<file path="src/rtl/birth_digit_scanner_pkg.sv">
// Shared definitions for the birth-date digit scanner: FSM state encoding,
// default digit count and seven-segment patterns ({g,f,e,d,c,b,a}, active-high).
// Optional feature macro used by this slice: SEG_DECODE_EN.
package birth_pkg;

  typedef enum logic [1:0] {
    IDLE  = 2'd0,
    FETCH = 2'd1,
    SHOW  = 2'd2
  } scan_state_t;

  localparam int DEF_NUM_DIGITS = 8;

  localparam logic [6:0] SEG_0     = 7'h3F;
  localparam logic [6:0] SEG_1     = 7'h06;
  localparam logic [6:0] SEG_2     = 7'h5B;
  localparam logic [6:0] SEG_3     = 7'h4F;
  localparam logic [6:0] SEG_4     = 7'h66;
  localparam logic [6:0] SEG_5     = 7'h6D;
  localparam logic [6:0] SEG_6     = 7'h7D;
  localparam logic [6:0] SEG_7     = 7'h07;
  localparam logic [6:0] SEG_8     = 7'h7F;
  localparam logic [6:0] SEG_9     = 7'h6F;
  localparam logic [6:0] SEG_BLANK = 7'h00;

endpackage

</file>
<file path="src/rtl/birth_digit_scanner_if.sv">
// Bundle between the scanner, its digit lookup and the display stage.
// The slave modport is the scanner's view; master is the surrounding system.
// The seg signal exists only when SEG_DECODE_EN is defined.
interface birth_digit_scanner_if;

  logic       start;
  logic       mode;
  logic       stop;
  logic [2:0] idx;
  logic [3:0] digit_in;
  logic [3:0] digit_q;
  logic       digit_valid;
  logic       busy;
  logic       done;
`ifdef SEG_DECODE_EN
  logic [6:0] seg;
`endif

  modport slave (
`ifdef SEG_DECODE_EN
    output seg,
`endif
    input  start,
    input  mode,
    input  stop,
    input  digit_in,
    output idx,
    output digit_q,
    output digit_valid,
    output busy,
    output done
  );

  modport master (
`ifdef SEG_DECODE_EN
    input  seg,
`endif
    output start,
    output mode,
    output stop,
    output digit_in,
    input  idx,
    input  digit_q,
    input  digit_valid,
    input  busy,
    input  done
  );

endinterface

</file>
<file path="src/rtl/birth_digit_scanner_seg7.sv">
// Combinational 4-bit to seven-segment decoder; codes above 9 blank the display.
// Only compiled when SEG_DECODE_EN is defined.
`ifdef SEG_DECODE_EN
module seg7_decode
  import birth_pkg::*;
(
  input  logic [3:0] digit,
  output logic [6:0] seg
);

  // Pattern lookup for decimal digits, blank otherwise.
  always_comb begin
    seg = SEG_BLANK;
    case (digit)
      4'd0:    seg = SEG_0;
      4'd1:    seg = SEG_1;
      4'd2:    seg = SEG_2;
      4'd3:    seg = SEG_3;
      4'd4:    seg = SEG_4;
      4'd5:    seg = SEG_5;
      4'd6:    seg = SEG_6;
      4'd7:    seg = SEG_7;
      4'd8:    seg = SEG_8;
      4'd9:    seg = SEG_9;
      default: seg = SEG_BLANK;
    endcase
  end

endmodule
`endif

</file>
<file path="src/rtl/birth_digit_scanner.sv">
// Digit sequencer: walks the lookup index, latches each returned digit and
// holds it for TICK_DIV cycles, single pass or continuous loop. stop aborts
// from any state. Optional seven-segment output under SEG_DECODE_EN.
module birth_digit_scanner
  import birth_pkg::*;
#(
  parameter int TICK_DIV   = 4,
  parameter int NUM_DIGITS = DEF_NUM_DIGITS
) (
  input  logic                   clk,
  input  logic                   rst_n,
  birth_digit_scanner_if.slave   bus
);

  localparam int              CNT_W    = (TICK_DIV > 1) ? $clog2(TICK_DIV) : 1;
  localparam logic [CNT_W-1:0] CNT_ZERO = CNT_W'(0);
  localparam logic [CNT_W-1:0] CNT_ONE  = CNT_W'(1);
  localparam logic [CNT_W-1:0] CNT_LOAD = CNT_W'(TICK_DIV - 1);
  localparam logic [2:0]      LAST_IDX = 3'(NUM_DIGITS - 1);

  scan_state_t      state_r, state_nxt_s;
  logic [2:0]       idx_r, idx_nxt_s;
  logic [CNT_W-1:0] cnt_r, cnt_nxt_s;
  logic [3:0]       digit_q_r, digit_nxt_s;
  logic             valid_r, valid_nxt_s;
  logic             done_r, done_nxt_s;
  logic             busy_r, busy_nxt_s;
  logic             mode_r, mode_nxt_s;
  logic             latch_s;

  // Next-state and next-output decode; stop overrides everything.
  always_comb begin
    state_nxt_s = state_r;
    idx_nxt_s   = idx_r;
    cnt_nxt_s   = cnt_r;
    digit_nxt_s = digit_q_r;
    mode_nxt_s  = mode_r;
    valid_nxt_s = 1'b0;
    done_nxt_s  = 1'b0;
    latch_s     = 1'b0;
    if (bus.stop) begin
      state_nxt_s = IDLE;
      idx_nxt_s   = 3'd0;
      cnt_nxt_s   = CNT_ZERO;
    end else begin
      case (state_r)
        IDLE: begin
          idx_nxt_s = 3'd0;
          if (bus.start) begin
            mode_nxt_s  = bus.mode;
            state_nxt_s = FETCH;
          end else begin
            state_nxt_s = IDLE;
          end
        end
        FETCH: begin
          digit_nxt_s = bus.digit_in;
          valid_nxt_s = 1'b1;
          latch_s     = 1'b1;
          cnt_nxt_s   = CNT_LOAD;
          state_nxt_s = SHOW;
        end
        SHOW: begin
          if (cnt_r != CNT_ZERO) begin
            cnt_nxt_s = cnt_r - CNT_ONE;
          end else if (idx_r < LAST_IDX) begin
            idx_nxt_s   = idx_r + 3'd1;
            state_nxt_s = FETCH;
          end else if (mode_r) begin
            idx_nxt_s   = 3'd0;
            state_nxt_s = FETCH;
          end else begin
            state_nxt_s = IDLE;
            done_nxt_s  = 1'b1;
          end
        end
        default: begin
          state_nxt_s = IDLE;
          idx_nxt_s   = 3'd0;
          cnt_nxt_s   = CNT_ZERO;
        end
      endcase
    end
    busy_nxt_s = (state_nxt_s != IDLE);
  end

  // State and registered outputs.
  always_ff @(posedge clk or negedge rst_n) begin
    if (!rst_n) begin
      state_r   <= IDLE;
      idx_r     <= 3'd0;
      cnt_r     <= CNT_ZERO;
      digit_q_r <= 4'd0;
      valid_r   <= 1'b0;
      done_r    <= 1'b0;
      busy_r    <= 1'b0;
      mode_r    <= 1'b0;
    end else begin
      state_r   <= state_nxt_s;
      idx_r     <= idx_nxt_s;
      cnt_r     <= cnt_nxt_s;
      digit_q_r <= digit_nxt_s;
      valid_r   <= valid_nxt_s;
      done_r    <= done_nxt_s;
      busy_r    <= busy_nxt_s;
      mode_r    <= mode_nxt_s;
    end
  end

  assign bus.idx         = idx_r;
  assign bus.digit_q     = digit_q_r;
  assign bus.digit_valid = valid_r;
  assign bus.busy        = busy_r;
  assign bus.done        = done_r;

`ifdef SEG_DECODE_EN
  logic [6:0] seg_r;
  logic [6:0] seg_dec_s;

  seg7_decode u_seg7_decode (
    .digit (bus.digit_in),
    .seg   (seg_dec_s)
  );

  // Segment pattern register, refreshed together with digit_q.
  always_ff @(posedge clk or negedge rst_n) begin
    if (!rst_n) begin
      seg_r <= SEG_BLANK;
    end else if (latch_s) begin
      seg_r <= seg_dec_s;
    end else begin
      seg_r <= seg_r;
    end
  end

  assign bus.seg = seg_r;
`endif

endmodule

</file>
<file path="src/flat_wrapper.sv">
// flat-port wrapper written by rule: the top's interface ports become plain ports
module birth_digit_scanner_flat import birth_pkg::*;
#(
  parameter int TICK_DIV   = 4,
  parameter int NUM_DIGITS = DEF_NUM_DIGITS
)
  (clk, rst_n, bus_start, bus_mode, bus_stop, bus_digit_in, bus_idx, bus_digit_q, bus_digit_valid, bus_busy, bus_done);
  birth_digit_scanner_if bus_i ();
  input  logic clk;
  input  logic rst_n;
  input wire logic [$bits(bus_i.start)-1:0] bus_start;
  input wire logic [$bits(bus_i.mode)-1:0] bus_mode;
  input wire logic [$bits(bus_i.stop)-1:0] bus_stop;
  input wire logic [$bits(bus_i.digit_in)-1:0] bus_digit_in;
  output wire logic [$bits(bus_i.idx)-1:0] bus_idx;
  output wire logic [$bits(bus_i.digit_q)-1:0] bus_digit_q;
  output wire logic [$bits(bus_i.digit_valid)-1:0] bus_digit_valid;
  output wire logic [$bits(bus_i.busy)-1:0] bus_busy;
  output wire logic [$bits(bus_i.done)-1:0] bus_done;
  assign bus_i.start = bus_start;
  assign bus_i.mode = bus_mode;
  assign bus_i.stop = bus_stop;
  assign bus_i.digit_in = bus_digit_in;
  assign bus_idx = bus_i.idx;
  assign bus_digit_q = bus_i.digit_q;
  assign bus_digit_valid = bus_i.digit_valid;
  assign bus_busy = bus_i.busy;
  assign bus_done = bus_i.done;
  birth_digit_scanner #(.TICK_DIV(TICK_DIV), .NUM_DIGITS(NUM_DIGITS)) u_core (.clk(clk), .rst_n(rst_n), .bus(bus_i));
endmodule
</file>
<file path="config.mk">
export PLATFORM = sky130hd
export DESIGN_NAME = birth_digit_scanner_flat
export DESIGN_NICKNAME = d
export VERILOG_FILES = /design/src/rtl/birth_digit_scanner_pkg.sv /design/src/rtl/birth_digit_scanner_if.sv /design/src/rtl/birth_digit_scanner_seg7.sv /design/src/rtl/birth_digit_scanner.sv /design/src/flat_wrapper.sv
export SDC_FILE = /design/constraint.sdc
export NUM_CORES = 1
export LEC_CHECK = 0
export BUFFER_PORTS_ARGS = -buffer_cell sky130_fd_sc_hd__clkbuf_2
export CORE_UTILIZATION = 41
export DETAILED_ROUTE_END_ITERATION = 7
export GPL_TIMING_DRIVEN = 0
export PLACE_DENSITY_LB_ADDON = 0.05
export SYNTH_ARGS = -nofsm -noshare
export SYNTH_HDL_FRONTEND = slang
export SYNTH_HIERARCHICAL = 1
export SYNTH_SLANG_ARGS = --single-unit
</file>
<file path="constraint.sdc">
create_clock -name clk -period 2.45 [get_ports clk]
set_input_delay 0.49 -clock clk [delete_from_list [all_inputs] [get_ports clk]]
set_output_delay 0.49 -clock clk [all_outputs]
set_load 0.05 [all_outputs]
</file>
==> results of run 1 <==
worst max-delay path, delay by kind of cell, from the launching register on:
family	cells	cell delay, ps
multiplexers	1	340
AND/OR/NAND/NOR	1	150
flip-flops	1	430
buffers and inverters	2	270
adder cells (fa/ha/maj)	1	250
through the flow:
stage               hold slack, ps  instances  power, mW  utilization  worst slack (ps)
global placement               423        112      0.512        0.511               946
floorplan                      194         69      0.463            -              1000
finish                         106        116      0.648        0.527               901
global route                   119        116      0.689        0.527               801
CTS                            111        116      0.659        0.527               891
detailed placement             425        112      0.515        0.511               904
sequential cells by signal, summed over array words and instances (netlist names):
signal and cells:
u_core/mode_r 1, u_core/bus.busy 1, u_core/state_r 2, u_core/bus.digit_valid 1, u_core/bus.idx 3, u_core/cnt_r 2
u_core/bus.digit_q 4, u_core/bus.done 1
where the power goes:
| group | switching [mW] | internal [mW] |
|---|---|---|
| registers | 0.0180 | 0.281 |
| clock network | 0.0801 | 0.0605 |
| logic | 0.144 | 0.0640 |
| total | 0.242 | 0.405 |
layout by cell type (no fill, tap or decap):
cell type / Yosys / routed
clkbuf_4: 0 / 3
o221ai_1: 1 / 1
dfrtp_1: 15 / 15
a21o_1: 1 / 1
nand2b_1: 1 / 1
o32ai_1: 1 / 1
clkbuf_2: 1 / 19
and4b_4: 1 / 1
nor2_1: 3 / 3
o21ba_2: 1 / 1
inv_1: 5 / 5
and3_2: 1 / 1
nand3b_1: 1 / 1
o21ai_0: 2 / 2
o211ai_1: 2 / 2
clkinv_2: 0 / 1
and2b_1: 1 / 1
mux2_2: 5 / 5
nor2b_1: 4 / 4
ha_1: 6 / 6
mux2i_1: 1 / 1
and2b_2: 2 / 2
nand2_1: 6 / 6
a21boi_0: 1 / 1
a2111o_1: 1 / 1
a21oi_1: 4 / 4
a31oi_1: 2 / 2
synthesized netlist by cell type, types with 2 or more instances:
cell / instances
o211ai_1: 2
o21ai_0: 2
nor2_1: 3
nor2b_1: 4
ha_1: 6
a31oi_1: 2
dfrtp_1: 15
mux2_2: 5
inv_1: 5
nand2_1: 6
a21oi_1: 4
and2b_2: 2
routing by layer:
| layer | track usage | vias up | share of wire | wire length, um |
|---|---|---|---|---|
| met5 | 0 | - | 0 | 0 |
| met4 | 0.0727 | 0 | 0.0077 | 10 |
| met3 | 0.0360 | 2 | 0.034 | 44 |
| met2 | 0.206 | 11 | 0.42 | 545 |
| met1 | 0.204 | 268 | 0.54 | 695 |
| li1 | - | 287 | - | - |
cell families after synthesis:
logic type,Yosys count
flip-flops,15
buffers and inverters,6
AND/OR/NAND/NOR,20
adder cells (fa/ha/maj),6
AO/OA/AOI/OAI,16
multiplexers,6
final cells by class:
type | count | area share
multi-input combinational | 48 | 0.404
timing repair buffer | 18 | 0.0980
clock buffer | 3 | 0.0245
buffer | 1 | 0.00544
tap | 25 | 0.0340
inverter | 5 | 0.0204
clock inverter | 1 | 0.00544
sequential | 15 | 0.408
path summary, 6_finish.rpt:
path,to,cells after the start,from
worst max-delay path,u_core/bus.digit_q[3]$_DFFE_PN0P_,5,u_core/state_r[1]$_DFF_PN0_
worst min-delay path,u_core/bus.idx[0]$_DFFE_PN0P_,1,rst_n
worst max register to register,u_core/bus.digit_q[3]$_DFFE_PN0P_,5,u_core/state_r[1]$_DFF_PN0_
worst min register to register,u_core/mode_r$_DFFE_PN0P_,1,u_core/mode_r$_DFFE_PN0P_
max in group asynchronous,u_core/bus.digit_q[2]$_DFFE_PN0P_,1,rst_n
min in group clk,u_core/bus.digit_q[3]$_DFFE_PN0P_,2,bus_digit_in[3]
==> summary.txt, run 1 <==
Status -> finished, final reports clean
Clk root buf -> clkbuf_4
Cell variety after synth -> 25
Skew final -> 1.48 ps
Final ANT Viol Nets -> 0
Simple-gate share of the synthesized area -> 0.154
Area Growth Syn to Fin -> 19.3%
Synth area leader -> dfrtp_1
Largest family of logic cells by synthesized area -> simple AND/OR/NAND/NOR gates
Final instance area -> 920 um^2
Worst min path class -> in -> async
Synth Area in Compound Gates -> 0.144
Largest net degree at the start of global routing -> 16
Synth area leaders -> dfrtp_1 49%, ha_1 9.7%, mux2_2 7.3%
Gp weighted congestion -> 0.802
Full die area -> 2060 um^2
Most used DFF post-synth -> dfrtp_1
Vias -> 568
Share of cells above drive strength 1 -> 0.363
NumNets Final -> 107
Cell Area, Synth -> 771 um^2
Setup TNS -> 0 ps
Slew @ Worst Pin -> 372 ps
CP peak stage delay -> 430 ps
Multi-input combinational cell area -> 372 um^2
CORE AREA -> 1750 um^2
Slowest CP cell -> dfrtp_1
Post_cts resized -> 0
IO Port Bufs -> 18
CTS sink count -> 15
Share of the synthesized area in the top cell type -> 0.487
Hpwl dp -> 976 um
Ys Warns -> 6
CP required -> 2620 ps
Fin crit period -> 1550 ps
WP data arrival -> 1720 ps
Mapped Avg Cell Area -> 11.2 um^2
Clock tree buffer depth -> 2
Antenna violations before repair -> 0
H-tree level count -> 1
Wire per inst -> 11.2 um
Peak supply drop -> 0.303 mV
RSZ-0062 raised after global routing -> false
XOR/XNOR share of the synthesized area -> 0
Final number of setup-violating endpoints -> 0
Post-Synth Adder-Cell Area -> 0.0974
CP endpoint kind -> flop
First drt pass iteration count -> 3
WS Path Type -> reg -> reg
Period utilization -> 0.632
Starting Density -> 0.442
Inserted Diodes -> 0
CTS clk-pin slew, worst paths -> 90 ps
R2R setup slack -> 900 ps
Die width -> 45.4 um
CP Cell Sequence -> inv_1, ha_1, nor2b_1, clkbuf_2, mux2_2
Mapped Nets -> 84
First-pass GRT wire length -> 2100 um
Drt total wl -> 1300 um
Sequential-to-total area share from yosys stat -> 0.487
Mux contribution to synthesized area -> 0.0860
Power per standard cell area -> 704 nW/um^2
Post-synth EDFFs -> 0
Vias in the first global route -> 493
Area post-placement -> 892 um^2
Leak -> 0.443 nW
Slew margin rel. -> 0.752
Final Hold Fails -> 0
CTS buffer count -> 3
Fillers -> 173
Placement Rows -> 15
Max Cap Viol -> 0
Async set-reset flop share out of synthesis -> 1.00
GR Util All Layers -> 0.145
Worst-Skew Late Latency -> 280 ps
CP Max Fanout -> 5
#FFs+latches synth -> 15
Die Y-Extent -> 45.4 um
Setup bufs post-CTS -> 0
CTS tree -> yes
IO Pins -> 19
DR DRC count -> 0
Cells after Synth -> 69
Final global-route overflow total -> 0
CTS Hold Buffers Added -> 0
Startpoint types -> flop
Max Clk Rate -> 645 MHz
Slew Limit Fails -> 0
Drt via density -> 4.90
Drt initial violations -> 6
Register area -> 375 um^2
(Power assumes the default switching activity.)
==> inputs of run 2 (changes only) <==
--- a/config.mk
+++ b/config.mk
@@ -5,6 +5,7 @@
 export SDC_FILE = /design/constraint.sdc
 export NUM_CORES = 1
 export LEC_CHECK = 0
+export ABC_AREA = 1
 export BUFFER_PORTS_ARGS = -buffer_cell sky130_fd_sc_hd__clkbuf_2
 export CORE_UTILIZATION = 41
 export DETAILED_ROUTE_END_ITERATION = 7
==> constraint.sdc (replaced) <==
create_clock -name clk -period 1.6 [get_ports clk]
set_input_delay 0.32 -clock clk [delete_from_list [all_inputs] [get_ports clk]]
set_output_delay 0.32 -clock clk [all_outputs]
set_load 0.05 [all_outputs]
==> run 2 against run 1 <==
Effect of this change:
- final cell count up 29%
- power rose by 69%
- hold slack gained 130 ps
- sequential cell count unchanged
- sequential share of layout area down 1.4 points
- clock-buffer cell count grew 1
- first-iteration DRC count grew to 2.8 times the previous value
- die area grew 3.1%
- sequential power up 61%
- area after synthesis rose by 3.2%
- clock power up 50%
- critical path type unchanged
- highest routed layer unchanged
==> summary.txt, run 2 <==
Status -> finished, final reports clean
Slowest CP cell -> dfrtp_1
Worst R2R Start -> u_core/state_r[0]$_DFF_PN0_
CTS buffer count -> 3 (unchanged)
WP data arrival -> 1630 ps (-90 ps)
NumNets Final -> 141 (+32%)
WS Path Type -> reg -> reg
Slew margin rel. -> 0.752 (about the same)
Worst min path class -> in -> reg
Final global-route overflow total -> 0 (unchanged)
Hpwl dp -> 1120 um (+15%)
Placement Rows -> 15 (unchanged)
Vias in the first global route -> 601 (+22%)
IO Port Bufs -> 18 (unchanged)
Worst-Skew Late Latency -> 270 ps (about the same)
Sequential-to-total area share from yosys stat -> 0.472 (-0.0153)
Critical path depth -> 8 (+3)
Register share of total power -> 0.441 (-0.020)
Most used DFF post-synth -> dfrtp_1
Max reg flops -> 4 (unchanged)
Full die area -> 2120 um^2 (+3.1%)
R2R setup slack -> 190 ps (-710 ps)
Clk pwr share -> 0.194 (-0.023)
Clk root buf -> clkbuf_4
Clock tree buffer depth -> 2 (unchanged)
CP Max Fanout -> 6 (+1)
CP required -> 1820 ps (-800 ps)
Post-synth EDFFs -> 0 (unchanged)
H-tree level count -> 1 (unchanged)
CORE AREA -> 1760 um^2 (+1.1%)
Skew final -> 0.618 ps (-0.863 ps)
Cell variety after synth -> 16 (-36%)
Ys Warns -> 6 (unchanged)
IO Pins -> 19 (unchanged)
CP peak stage delay -> 430 ps (about the same)
Synth area leaders -> dfrtp_1 47%, nand2_1 18%, ha_1 9.4%
Top-count cell post-synth -> nand2_1
Synth area leader -> dfrtp_1
Gp weighted congestion -> 0.710 (-12%)
Period utilization -> 0.884 (+0.251)
Peak supply drop -> 0.588 mV (+94%)
CTS sink count -> 15 (unchanged)
Drt initial violations -> 17 (+11)
CTS tree -> yes
Mapped Nets -> 117 (+39%)
CTS clk-pin slew, worst paths -> 90 ps (about the same)
DR DRC count -> 0 (unchanged)
Share of the synthesized area in the top cell type -> 0.472 (-0.0153)
CP endpoint kind -> flop
Largest net degree at the start of global routing -> 16 (unchanged)
FF-to-FF path depth -> 8 (+3)
Slew @ Worst Pin -> 372 ps (+0.0763 ps)
Final Hold Fails -> 0 (unchanged)
Cells after Synth -> 102 (+48%)
First-pass GRT wire length -> 2430 um (+16%)
Most frequent cells in the layout -> 38 x nand2_1, 18 x clkbuf_2, 15 x dfrtp_1
Vias -> 680 (+20%)
Worst path most repeated cell -> nand2_1
Wire per inst -> 9.76 um (-13%)
Drt via density -> 4.53 (-7.4%)
GR Util All Layers -> 0.164 (+0.0193)
Slew Limit Fails -> 0 (unchanged)
Cell Area, Synth -> 796 um^2 (+3.2%)
CP Capture Point -> u_core/bus.idx[2]$_DFFE_PN0P_
Max Cap Viol -> 0 (unchanged)
Leak -> 0.528 nW (+19%)
#FFs+latches synth -> 15 (unchanged)
Drt total wl -> 1460 um (+13%)
Crit path max-delay family -> simple AND/OR/NAND/NOR gates
Inserted Diodes -> 0 (unchanged)
Sw Ratio -> 0.417 (+0.0423)
Switching power -> 0.455 mW (+88%)
RSZ-0062 raised after global routing -> false
Starting Density -> 0.451 (+0.00949)
Commonest non-fill, non-tap cell in the layout -> nand2_1
Setup TNS -> 0 ps (unchanged)
FF-to-FF End -> u_core/bus.idx[2]$_DFFE_PN0P_
Overall power -> 1.09 mW (+69%)
Bufs and invs on worst path -> 2 (unchanged)
Area Growth Syn to Fin -> 19.8%
Max Clk Rate -> 707 MHz (+9.6%)
Final number of setup-violating endpoints -> 0 (unchanged)
Startpoint types -> flop
First drt pass iteration count -> 4 (+1)
Die Y-Extent -> 46.1 um (+1.5%)
Min-Delay Startpoint -> bus_digit_in[1]
Worst Setup SP -> u_core/state_r[0]$_DFF_PN0_
Die width -> 46.1 um (+1.5%)
Antenna violations before repair -> 0 (unchanged)
Internal power -> 0.638 mW (+57%)
Final ANT Viol Nets -> 0 (unchanged)
Mapped Avg Cell Area -> 7.80 um^2 (-30%)
Logic pwr share -> 0.365 (+0.043)
CP Cell Sequence -> inv_1, ha_1, inv_2, nor2_1, nand2_1, nand3_1, nand2_1, nand2_1
Setup bufs post-CTS -> 0 (unchanged)
Fin crit period -> 1410 ps (-136 ps)
Post-synth top cells -> 38 x nand2_1, 15 x dfrtp_1, 11 x nor2_1
Share of cells above drive strength 1 -> 0.216 (-0.147)
Async set-reset flop share out of synthesis -> 1.00 (unchanged)
Power per standard cell area -> 1150 nW/um^2 (+63%)
## run 2: kinds of logic after synthesis
family	Yosys count	synth area share
compound gates	8	0.0582
fa+ha+maj	6	0.0943
buf+inv	13	0.0629
flops	15	0.472
simple gates	60	0.313
## run 2: final cells by class
class	instances	area, um^2
fill	206	811
tap	25	31.3
timing repair buffer	19	100
inverter	13	50.0
clock buffer	4	26.3
sequential	15	375
multi-input combinational	74	370
## run 2: worst min-delay path by stage
stage | endpoint | slack [ps] | cells after the start
6_report | u_core/bus.digit_q[1]$_DFFE_PN0P_ | 240 | 3
5_1_grt | u_core/bus.digit_q[0]$_DFFE_PN0P_ | 230 | 3
4_1_cts | u_core/bus.digit_q[0]$_DFFE_PN0P_ | 230 | 3
3_5_place_dp | u_core/cnt_r[1]$_DFFE_PN0P_ | 260 | 1
3_3_place_gp | u_core/cnt_r[1]$_DFFE_PN0P_ | 260 | 1
2_1_floorplan | u_core/bus.busy$_DFF_PN0_ | 20 | 0
## run 2: routing by layer
| metal | track usage | vias to the layer above | routed length (um) |
|---|---|---|---|
| met5 | 0 | - | 0 |
| met4 | 0.0882 | 0 | 19 |
| met3 | 0.0353 | 2 | 78 |
| met2 | 0.254 | 20 | 619 |
| met1 | 0.213 | 295 | 747 |
| li1 | - | 363 | - |
## run 2: power groups by stage
| stage | Clock [mW] | Combinational (mW) | Sequential [mW] |
|---|---|---|---|
| CTS | 0.223 | 0.403 | 0.483 |
| detailed placement | 0 | 0.401 | 0.488 |
| global route | 0.243 | 0.437 | 0.490 |
| floorplan | 0 | 0.129 | 0.659 |
| finish | 0.212 | 0.398 | 0.482 |
| global placement | 0 | 0.397 | 0.488 |
## run 2: metrics by stage
step	std cells	setup WS (ps)	hold WS, ps	util	instance area (um^2)
final	150	186	237	0.540	953
after global routing	150	76.7	227	0.540	953
after CTS	150	172	229	0.540	953
after detailed placement	145	196	262	0.520	917
after global placement	145	228	257	0.520	917
after floorplan	102	247	24.4	-	796
## run 2: worst reg2reg max path, cell delays in order (launching register included)
cell	delay, ps
dfrtp_1	430
inv_1	100
ha_1	280
inv_2	80
nor2_1	170
nand2_1	70
nand3_1	120
nand2_1	60
nand2_1	60
## run 2: timing repair
action	4_1_cts	5_1_grt
endpoints found under the hold margin	15	0
gates resized for setup	0	0
hold buffers	1	0
==> inputs of run 3 (changes only) <==
--- a/config.mk
+++ b/config.mk
@@ -6,11 +6,12 @@
 export NUM_CORES = 1
 export LEC_CHECK = 0
 export ABC_AREA = 1
-export BUFFER_PORTS_ARGS = -buffer_cell sky130_fd_sc_hd__clkbuf_2
 export CORE_UTILIZATION = 41
 export DETAILED_ROUTE_END_ITERATION = 7
+export DONT_BUFFER_PORTS = 1
 export GPL_TIMING_DRIVEN = 0
 export PLACE_DENSITY_LB_ADDON = 0.05
+export REMOVE_ABC_BUFFERS = 1
 export SYNTH_ARGS = -nofsm -noshare
 export SYNTH_HDL_FRONTEND = slang
 export SYNTH_HIERARCHICAL = 1
==> run 3 against run 2 <==
Effect of this change:
- clock power about the same
- sequential power up 37%
- hold slack worse by 130 ps
- utilization down 5.0 points
- global-route usage increased by 0.52 points
- fmax is 4.5% lower
- via count down 11%
- clock-buffer cell count fell by 1
- non-clock buffer count down 18
- sequential share of layout area grew 4.1 points
==> summary.txt, run 3 (same netlist as run 2, synthesis figures left out) <==
Status -> finished, final reports clean
Full die area -> 2120 um^2 (unchanged)
RSZ-0062 raised after global routing -> false
Final instance area -> 866 um^2 (-9.2%)
Most frequent cells in the layout -> 38 x nand2_1, 14 x dfrtp_1, 11 x nor2_1
Starting Density -> 0.451 (unchanged)
Skew final -> 6.09 ps (+5.47 ps)
IO Pins -> 19 (unchanged)
CP required -> 1770 ps (-50 ps)
CORE AREA -> 1760 um^2 (unchanged)
Pre-CTS WS -> 116 ps (-80.7 ps)
Largest net degree at the start of global routing -> 16 (unchanged)
Startpoint types -> flop
FF-to-FF End -> u_core/bus.busy$_DFF_PN0_
Finished Layout Cells -> 132 (-12%)
First-pass GRT wire length -> 2490 um (+2.6%)
Peak supply drop -> 0.869 mV (+48%)
Die width -> 46.1 um (unchanged)
GR Util All Layers -> 0.170 (+0.00518)
Drt initial violations -> 3 (-14)
Hpwl dp -> 1060 um (-5.6%)
Slew Limit Fails -> 0 (unchanged)
IO Port Bufs -> 0 (-18)
Share of cells above drive strength 1 -> 0.103 (-0.113)
Max reg flops -> 4 (unchanged)
Final global-route overflow total -> 0 (unchanged)
Critical path depth -> 7 (-1)
CTS clk-pin slew, worst paths -> 90 ps (about the same)
Placement Rows -> 15 (unchanged)
Inserted Diodes -> 0 (unchanged)
Slowest CP cell -> dfrtp_1
CTS buffer count -> 3 (unchanged)
Worst path most repeated cell -> nand2_1
Clk root buf -> clkbuf_4
Final Hold Fails -> 0 (unchanged)
CTS sink count -> 15 (unchanged)
Max Clk Rate -> 676 MHz (-4.5%)
Slew @ Worst Pin -> 667 ps (+295 ps)
CP endpoint kind -> flop
Cells after DPL -> 127 (-12%)
Slew margin rel. -> 0.554 (-0.198)
Wire per inst -> 11.1 um (+14%)
Power per standard cell area -> 1200 nW/um^2 (+4.7%)
Setup TNS -> 0 ps (unchanged)
First drt pass iteration count -> 3 (-1)
Die Y-Extent -> 46.1 um (unchanged)
Area post-placement -> 827 um^2 (-9.8%)
Worst-Skew Late Latency -> 280 ps (about the same)
WP data arrival -> 1650 ps (+20 ps)
Bufs and invs on worst path -> 1 (-1)
Setup bufs post-CTS -> 0 (unchanged)
CP Cell Sequence -> inv_1, nor2_1, nand3_1, nand2_1, nand2_1, nand2_1, nand2_1
DR DRC count -> 0 (unchanged)
WS Path Type -> reg -> reg
FF-to-FF path depth -> 7 (-1)
Final ANT Viol Nets -> 0 (unchanged)
Hold Crit Depth -> 1 (-2)
Clock tree buffer depth -> 2 (unchanged)
Setup ws final -> 120 ps (-66.3 ps)
Commonest non-fill, non-tap cell in the layout -> nand2_1
CTS tree -> yes
Final number of setup-violating endpoints -> 0 (unchanged)
Vias -> 606 (-11%)
Leak -> 0.451 nW (-15%)
Drt via density -> 4.59 (+1.3%)
Crit path max-delay family -> flip-flops
CP Max Fanout -> 5 (-1)
Fin crit period -> 1480 ps (+66.3 ps)
Min-Delay Startpoint -> bus_stop
R2R setup slack -> 120 ps (-70 ps)
Drt total wl -> 1470 um (+0.48%)
Worst R2R Start -> u_core/bus.idx[2]$_DFFE_PN0P_
Max Cap Viol -> 0 (unchanged)
H-tree level count -> 1 (unchanged)
Antenna violations before repair -> 0 (unchanged)
Vias in the first global route -> 573 (-4.7%)
Area Growth Syn to Fin -> 8.81%
Hold Path Sink -> u_core/bus.digit_valid$_DFF_PN0_
Worst min path class -> in -> reg
CP peak stage delay -> 710 ps (+280 ps)
NumNets Final -> 123 (-13%)
Fillers -> 190 (-7.8%)
Gp weighted congestion -> 0.744 (+4.8%)
Period utilization -> 0.925 (+0.0414)
## run 3: changes by cell type in the layout (fill, tap and decap cells not counted), sizes merged
cell    delta
clkinv     +1
clkbuf    -19
## run 3: layout make-up
class	instances	area, um^2	area share
clock buffers	3	22.5	0.0260
well taps	25	31.3	0.0361
flip-flops and latches	15	377	0.435
repair buffers	1	10.0	0.0116
multi-input cells	74	370	0.428
inverters	13	50.0	0.0578
clock inverters	1	5.00	0.00578
## run 3: metrics by stage
stage / util / total power, mW / hold WS [ps]
after CTS: 0.490 / 1.06 / 97.5
after floorplan: - / 0.788 / 24.4
final: 0.491 / 1.04 / 109
after detailed placement: 0.469 / 0.826 / 24.9
after global routing: 0.491 / 1.12 / 87.2
after global placement: 0.469 / 0.822 / 24.8
## run 3: power breakdown
part	leakage (nW)	switching [mW]	internal, mW
registers	0.195	0.221	0.441
logic	0.239	0.106	0.0599
clock network	0.0177	0.120	0.0927
## run 3: how the worst max path moves through the flow
| stage | startpoint | end | slack, ps |
|---|---|---|---|
| 2_1_floorplan | u_core/bus.idx[0]$_DFFE_PN0P_ | u_core/bus.idx[2]$_DFFE_PN0P_ | 250 |
| 3_3_place_gp | u_core/bus.idx[0]$_DFFE_PN0P_ | u_core/bus.idx[0]$_DFFE_PN0P_ | 140 |
| 3_5_place_dp | u_core/bus.idx[0]$_DFFE_PN0P_ | u_core/bus.idx[0]$_DFFE_PN0P_ | 120 |
| 4_1_cts | u_core/bus.idx[0]$_DFFE_PN0P_ | u_core/bus.idx[1]$_DFFE_PN0P_ | 90 |
| 5_1_grt | u_core/bus.idx[2]$_DFFE_PN0P_ | u_core/bus.idx[1]$_DFFE_PN0P_ | 5 |
| 6_report | u_core/bus.idx[2]$_DFFE_PN0P_ | u_core/bus.busy$_DFF_PN0_ | 120 |
## run 3: layer usage
layer / global-route usage / up-vias / part of all wire
met5: 0 / - / 0
met4: 0.106 / 0 / 0.0061
met3: 0.0471 / 2 / 0.055
met2: 0.228 / 16 / 0.44
met1: 0.236 / 262 / 0.50
li1: - / 326 / -
## run 3: timing repair
item | in CTS | in global routing
hold buffers | 1 | 0
endpoints found under the setup margin | 0 | 3
endpoints found under the hold margin | 15 | 0
gates resized for setup | 0 | 1
